`src/rtl/prefetch_instruction_memory.sv`:
```
// -----------------------------------------------------------------------------
// prefetch_instruction_memory
//
// Word-addressed instruction memory with a small prefetch buffer in front of
// it. A fetch engine walks fetch_pc forward by 4 every cycle. It pushes
// {instruction, address, fault} entries into a circular FIFO. A consumer
// drains the FIFO with a valid/ready handshake.
//
// Ports:
//   clock, reset_n        single clock, asynchronous active-low reset
//   load_valid/ready      program-load write port (byte address + data word)
//   load_address/data     word to store; invalid addresses are dropped
//   redirect_valid        one-cycle pulse that restarts fetch at
//   redirect_address        redirect_address
//   out_valid/ready       head-of-buffer handshake
//   out_instruction       head entry instruction word (0 when not valid)
//   out_address           head entry byte address (0 when not valid)
//   out_fault             head entry was misaligned/out of range
//
// Edge priority is reset > redirect > load > fetch. Redirects and accepted
// loads both flush the buffer, and no fetch happens on those edges.
// -----------------------------------------------------------------------------
module prefetch_instruction_memory #(
  parameter int                    DATA_WIDTH    = 32,
  parameter int                    ADDR_WIDTH    = 32,
  parameter int                    DEPTH         = 64,
  parameter int                    FIFO_DEPTH    = 4,
  parameter logic [ADDR_WIDTH-1:0] RESET_ADDRESS = '0
) (
  input  logic                  clock,
  input  logic                  reset_n,
  input  logic                  load_valid,
  output logic                  load_ready,
  input  logic [ADDR_WIDTH-1:0] load_address,
  input  logic [DATA_WIDTH-1:0] load_data,
  input  logic                  redirect_valid,
  input  logic [ADDR_WIDTH-1:0] redirect_address,
  output logic                  out_valid,
  input  logic                  out_ready,
  output logic [DATA_WIDTH-1:0] out_instruction,
  output logic [ADDR_WIDTH-1:0] out_address,
  output logic                  out_fault
);

  localparam int IDX_W = $clog2(DEPTH);
  localparam int PTR_W = $clog2(FIFO_DEPTH);
  localparam int CNT_W = PTR_W + 1;
  localparam logic [CNT_W-1:0] FULL_COUNT = CNT_W'(FIFO_DEPTH);

  // An address is usable only if it is word aligned and its word index
  // lands inside the array. In other words, every bit above the index is zero.
  function automatic logic addr_ok(input logic [ADDR_WIDTH-1:0] a);
    return (a[1:0] == 2'b00) && (a[ADDR_WIDTH-1:IDX_W+2] == '0);
  endfunction

  // Program memory powers up as zero and is deliberately left out of reset.
  // This lets a loaded program survive a reset pulse.
  logic [DATA_WIDTH-1:0] mem [DEPTH] = '{default: '0};

  logic [DATA_WIDTH-1:0] fifo_instr [FIFO_DEPTH];
  logic [ADDR_WIDTH-1:0] fifo_addr  [FIFO_DEPTH];
  logic                  fifo_fault [FIFO_DEPTH];

  logic [ADDR_WIDTH-1:0] fetch_pc;
  logic [PTR_W-1:0]      rd_ptr;
  logic [PTR_W-1:0]      wr_ptr;
  logic [CNT_W-1:0]      count;

  logic                  head_valid;
  logic                  load_accept;
  logic                  pop;
  logic                  push;
  logic                  flush;
  logic                  pc_ok;
  logic [DATA_WIDTH-1:0] fetch_word;

  // Handshake and control decode. A push is allowed into a full buffer
  // only when the head leaves on the same edge. Flush edges never push.
  always_comb begin
    load_ready  = reset_n && !redirect_valid;
    head_valid  = (count != '0);
    load_accept = load_valid && load_ready;
    pop         = head_valid && out_ready;
    flush       = redirect_valid || load_accept;
    push        = !flush && ((count != FULL_COUNT) || pop);
    pc_ok       = addr_ok(fetch_pc);
    fetch_word  = pc_ok ? mem[fetch_pc[IDX_W+1:2]] : '0;
  end

  // Head outputs are forced to zero whenever the buffer is empty.
  always_comb begin
    out_valid       = head_valid;
    out_instruction = head_valid ? fifo_instr[rd_ptr] : '0;
    out_address     = head_valid ? fifo_addr[rd_ptr]  : '0;
    out_fault       = head_valid ? fifo_fault[rd_ptr] : 1'b0;
  end

  // Program-load writes. Out-of-range or misaligned loads still flush the
  // buffer, but they leave the array untouched.
  always_ff @(posedge clock) begin
    if (load_accept && addr_ok(load_address)) begin
      mem[load_address[IDX_W+1:2]] <= load_data;
    end
  end

  // Buffer storage. Entry contents need no reset because the pointers and
  // count decide what is visible.
  always_ff @(posedge clock) begin
    if (push) begin
      fifo_instr[wr_ptr] <= fetch_word;
      fifo_addr[wr_ptr]  <= fetch_pc;
      fifo_fault[wr_ptr] <= !pc_ok;
    end
  end

  // Fetch pointer and FIFO bookkeeping. A load restarts fetch at the
  // current head so that every refetched word reflects the new contents.
  // If the head was popped on this same edge, the consumer keeps it and
  // the refetch delivers that address again.
  always_ff @(posedge clock or negedge reset_n) begin
    if (!reset_n) begin
      fetch_pc <= RESET_ADDRESS;
      rd_ptr   <= '0;
      wr_ptr   <= '0;
      count    <= '0;
    end else if (redirect_valid) begin
      fetch_pc <= redirect_address;
      rd_ptr   <= '0;
      wr_ptr   <= '0;
      count    <= '0;
    end else if (load_accept) begin
      if (head_valid) begin
        fetch_pc <= fifo_addr[rd_ptr];
      end
      rd_ptr <= '0;
      wr_ptr <= '0;
      count  <= '0;
    end else begin
      if (pop) begin
        rd_ptr <= rd_ptr + PTR_W'(1);
      end
      if (push) begin
        wr_ptr   <= wr_ptr + PTR_W'(1);
        fetch_pc <= fetch_pc + ADDR_WIDTH'(4);
      end
      case ({push, pop})
        2'b10:   count <= count + CNT_W'(1);
        2'b01:   count <= count - CNT_W'(1);
        default: count <= count;
      endcase
    end
  end

endmodule
```
`config.mk`:
```
export PLATFORM = sky130hd
export DESIGN_NAME = prefetch_instruction_memory
export DESIGN_NICKNAME = d
export VERILOG_FILES = /design/src/rtl/prefetch_instruction_memory.sv
export SDC_FILE = /design/constraint.sdc
export NUM_CORES = 2
export LEC_CHECK = 0
export CAP_MARGIN = 5
export CORE_MARGIN = 3
export CORE_UTILIZATION = 55
export CTS_BUF_LIST = sky130_fd_sc_hd__clkbuf_4 sky130_fd_sc_hd__clkbuf_8
export DETAILED_ROUTE_END_ITERATION = 10
export GPL_ROUTABILITY_DRIVEN = 1
export PLACE_DENSITY = 0.75
export REMOVE_ABC_BUFFERS = 1
export SLEW_MARGIN = 15
export SYNTH_ARGS = -nofsm -noshare
export SYNTH_HDL_FRONTEND = slang
export SYNTH_SLANG_ARGS = --single-unit
```
`constraint.sdc`:
```
create_clock -name clock -period 2.75 [get_ports clock]
set_input_delay 0.6875 -clock clock [delete_from_list [all_inputs] [get_ports clock]]
set_output_delay 0.6875 -clock clock [all_outputs]
set_load 0.01 [all_outputs]
```
==> impl_metrics.yaml <==
clock_network:
  cts_tree: "done"
  clockBufferDepth: 4
  cts.htree.levels: 5
  cts_root_buffer: "clkbuf_8"
  path_clk_slew_ns: 0.07
  clock_latency_ns: 1.09
  cts_sinks: 2347
  cts_buffers: 372
global_routing:
  grt.overflow.total: 0
  antenna_found_initial: 18
  grt_first_pass_wirelength_um: 363000
  grt_pass1_vias: 49800
  grtUsageMet1_pct: 40.9
  grt_max_degree: 65
  grt.total_usage_pct: 30.3
  grt_util_met3_pct: 8.21
  grt_util_met2_pct: 46.8
  top_usage_layer: "met2"
critical_path:
  slowest_delay_ns: 0.51
  path_class: "register to output pin"
  crit_top_cell: "buf_4"
  start_kind: "register"
  cp_data_arrival_time_ns: 2.71
  cpMaxStageDelayCell: "dfrtp_4"
  required_ns: 2.06
  worstPathCellList: "buf_4 -> buf_8 -> buf_4 -> mux4_2 -> and2_4 -> buf_6"
  endpoint_kind: "output pin"
  cp_max_fo: 5
timing:
  rsz0062_at_grt: "yes"
  skew_ns: 0.0983
  drv_slew: 0
  layout_min_cycle_time_ns: 3.40
  setup_viol: 191
  timing.final.ws_setup_ns: -0.651
  slew_headroom_pct: 28.6
  tightest_slew_ns: 1.07
  hold_viol: 0
  period_share_pct: 124
  max_freq_ghz: 0.294
placed_design:
  io_buffers: 167
  dpl-instance-area_sq_mm: 0.102
  gp_congestion: 0.932
  dpl.hpwl_um: 158000
  placed_cells: 6928
detailed_routing:
  wirelength_um: 257000
  ant_nets: 0
  firstDrtPassIters: 6
  vias_per_cell: 6.49
  dr_total_vias: 50100
  drt-wirelength-per-cell_um: 33.3
  route.detailed.drc: 0
  drt_iter0_markers: 7790
outcome:
  failed_checks: "negative setup slack"
  status: "finished, violations left"
die:
  fp.dieW_um: 413
  core_sq_mm: 0.164
  initial_core_util_pct: 55.6
  die_area_sq_mm: 0.170
  die_h_um: 413
  placementRows: 148
  ios: 168
pwr:
  clkPwrFrac_pct: 34.6
  p_sw_uw: 21300
  p_seq_share_pct: 47.9
  p_int_uw: 61700
  power_leakage_uw: 0.0371
  sw_frac_of_total_pct: 25.7
  power_frac_comb_pct: 17.5
  power.density_mw_per_mm2: 738
  irDropWorstVdd_v: 0.000579
synth:
  netlist_instances: 4178
  synth-edff-count: 2308
  synth_area_sq_mm: 0.0909
  synth_ff_type: "edfxtp_1"
  synth-seq-area-share_pct: 77.3
  synth.distinct_cells: 73
  avgSynthCellArea_sq_um: 21.8
  postSynth.asyncResetShare_pct: 1.66
  yosys_warnings: 0
  yosys_register_bits: 2347
layout:
  fillers: 9262
  syn2layout_area_growth_pct: 23.7
  seqCellArea_sq_mm: 0.0703
  drive_gt1_share_pct: 42.8
  final_area_sq_mm: 0.112
  nets: 5367
  fin_cells: 7719
  multi_input_area_sq_mm: 0.0212
worst_hold_path:
  hold_class: "input port to register"
run:
  drv_cap: 0
-- layout by cell type, fill, tap and decap left out, types with 24 or more instances in the layout --
cell,instances
edfxtp_1,2308
mux4_2,537
buf_4,476
clkbuf_8,381
buf_12,208
mux2i_1,123
buf_6,120
clkinv_1,100
clkbuf_4,96
nand2_1,73
clkdlybuf4s50_1,67
nor2_4,66
and2_4,61
clkinv_2,53
o22ai_1,47
nor2_1,38
o21ai_0,37
dfrtp_1,32
a21oi_1,31
a211oi_1,31
nand2_2,31
buf_2,29
a22oi_2,27
a221oi_2,27
a22o_1,25
buf_8,24
-- path summary, 6_finish.rpt --
path	to	cells after the start	slack, ns	start
setup / recovery	out_address[2]	6	-0.65	rd_ptr[0]
hold / removal	mem[51][29]	1	0.11	load_data[29]
setup reg to reg	fifo_instr[1][25]	11	-0.25	fetch_pc[2]
hold reg to reg	wr_ptr[1]	2	0.59	wr_ptr[1]
max in group asynchronous	fetch_pc[3]	4	1.81	reset_n
min in group asynchronous	fetch_pc[2]	4	0.50	reset_n
-- cell families after synthesis --
group,synth area share (%)
buffers and inverters,1.56
and+or+nand+nor,2.51
xor gates and xnor gates,0.0289
DFF,77.3
AOI/OAI and AO/OA,3.44
adders and majority gates,0.0908
muxes,15.1
-- synthesized netlist by cell type, drive strengths merged, types with 23 or more instances --
cell | number | area share [%]
a22oi | 50 | 0.41
mux4 | 537 | 13
a21oi | 36 | 0.20
a211oi | 44 | 0.36
nor2b | 23 | 0.16
mux2i | 144 | 1.6
nor2 | 111 | 0.46
clkbuf | 96 | 0.40
buf | 152 | 1.1
a22o | 25 | 0.24
nand2 | 115 | 0.48
and2 | 78 | 0.54
nand3 | 25 | 0.15
a221oi | 38 | 0.39
dfrtp | 39 | 1.1
nor3 | 27 | 0.17
o21ai | 50 | 0.28
o22ai | 58 | 0.40
edfxtp | 2308 | 76
-- stage by stage --
step                      total power (uW)  hold WS, ns  util [%]  setup TNS (ns)  setup slack [ns]
final                                83000        0.109      68.8          -55.88            -0.651
after global routing                 85300       0.0779      68.8          -60.42            -0.726
after CTS                            82500       0.0296      68.4          -56.47            -0.772
after detailed placement             52500        0.567      62.2        -1048.21            -0.585
after global placement               52400        0.558      62.2        -1091.51            -0.602
after floorplan                      46800        0.392         -        -5412.31            -18.28
-- power groups by stage --
| stage | Sequential [uW] | Combinational [uW] | Clock (uW) |
|---|---|---|---|
| final | 39700 | 14600 | 28700 |
| after CTS | 39700 | 13900 | 28900 |
| after global placement | 40500 | 11900 | 0 |
| after global routing | 39700 | 15000 | 30600 |
| after floorplan | 41200 | 5660 | 0 |
| after detailed placement | 40500 | 12000 | 0 |
-- area by class of cell --
class | instances | area share [%]
tap | 2175 | 2.42
sequential | 2347 | 62.5
timing repair buffer | 956 | 9.88
inverter | 13 | 0.0434
antenna | 8 | 0.0178
multi-input combinational | 1570 | 18.9
clock inverter | 173 | 0.969
clock buffer | 477 | 5.30
-- registers in the layout, summed over array words and instances (netlist names) --
| name | cells |
|---|---|
| wr_ptr | 2 |
| fifo_addr | 128 |
| rd_ptr | 2 |
| fetch_pc | 32 |
| fifo_fault | 4 |
| mem | 2048 |
| fifo_instr | 128 |
| count | 3 |
-- per-layer routing --
metal / wire (um) / part of all wire, % / vias up
met5: 149 / 0.058 / -
met4: 12800 / 5.0 / 12
met3: 32700 / 13 / 588
met2: 122000 / 47 / 3801
met1: 89300 / 35 / 25700
li1: - / - / 19900
-- timing repair --
item,CTS,global route
setup buffers,92,53
resized for setup,688,174
endpoints found under the setup margin,196,208
cloned,26,3
pin swaps,132,82
endpoints found under the hold margin,55,0
hold buffers,2,0
-- critical path, delay by kind of cell (launching register included) --
family / cells / cell delay, ns
buffers and inverters: 4 / 0.53
AND/OR/NAND/NOR: 1 / 0.18
multiplexers: 1 / 0.44
flip-flops: 1 / 0.51
(Power assumes the default switching activity.)
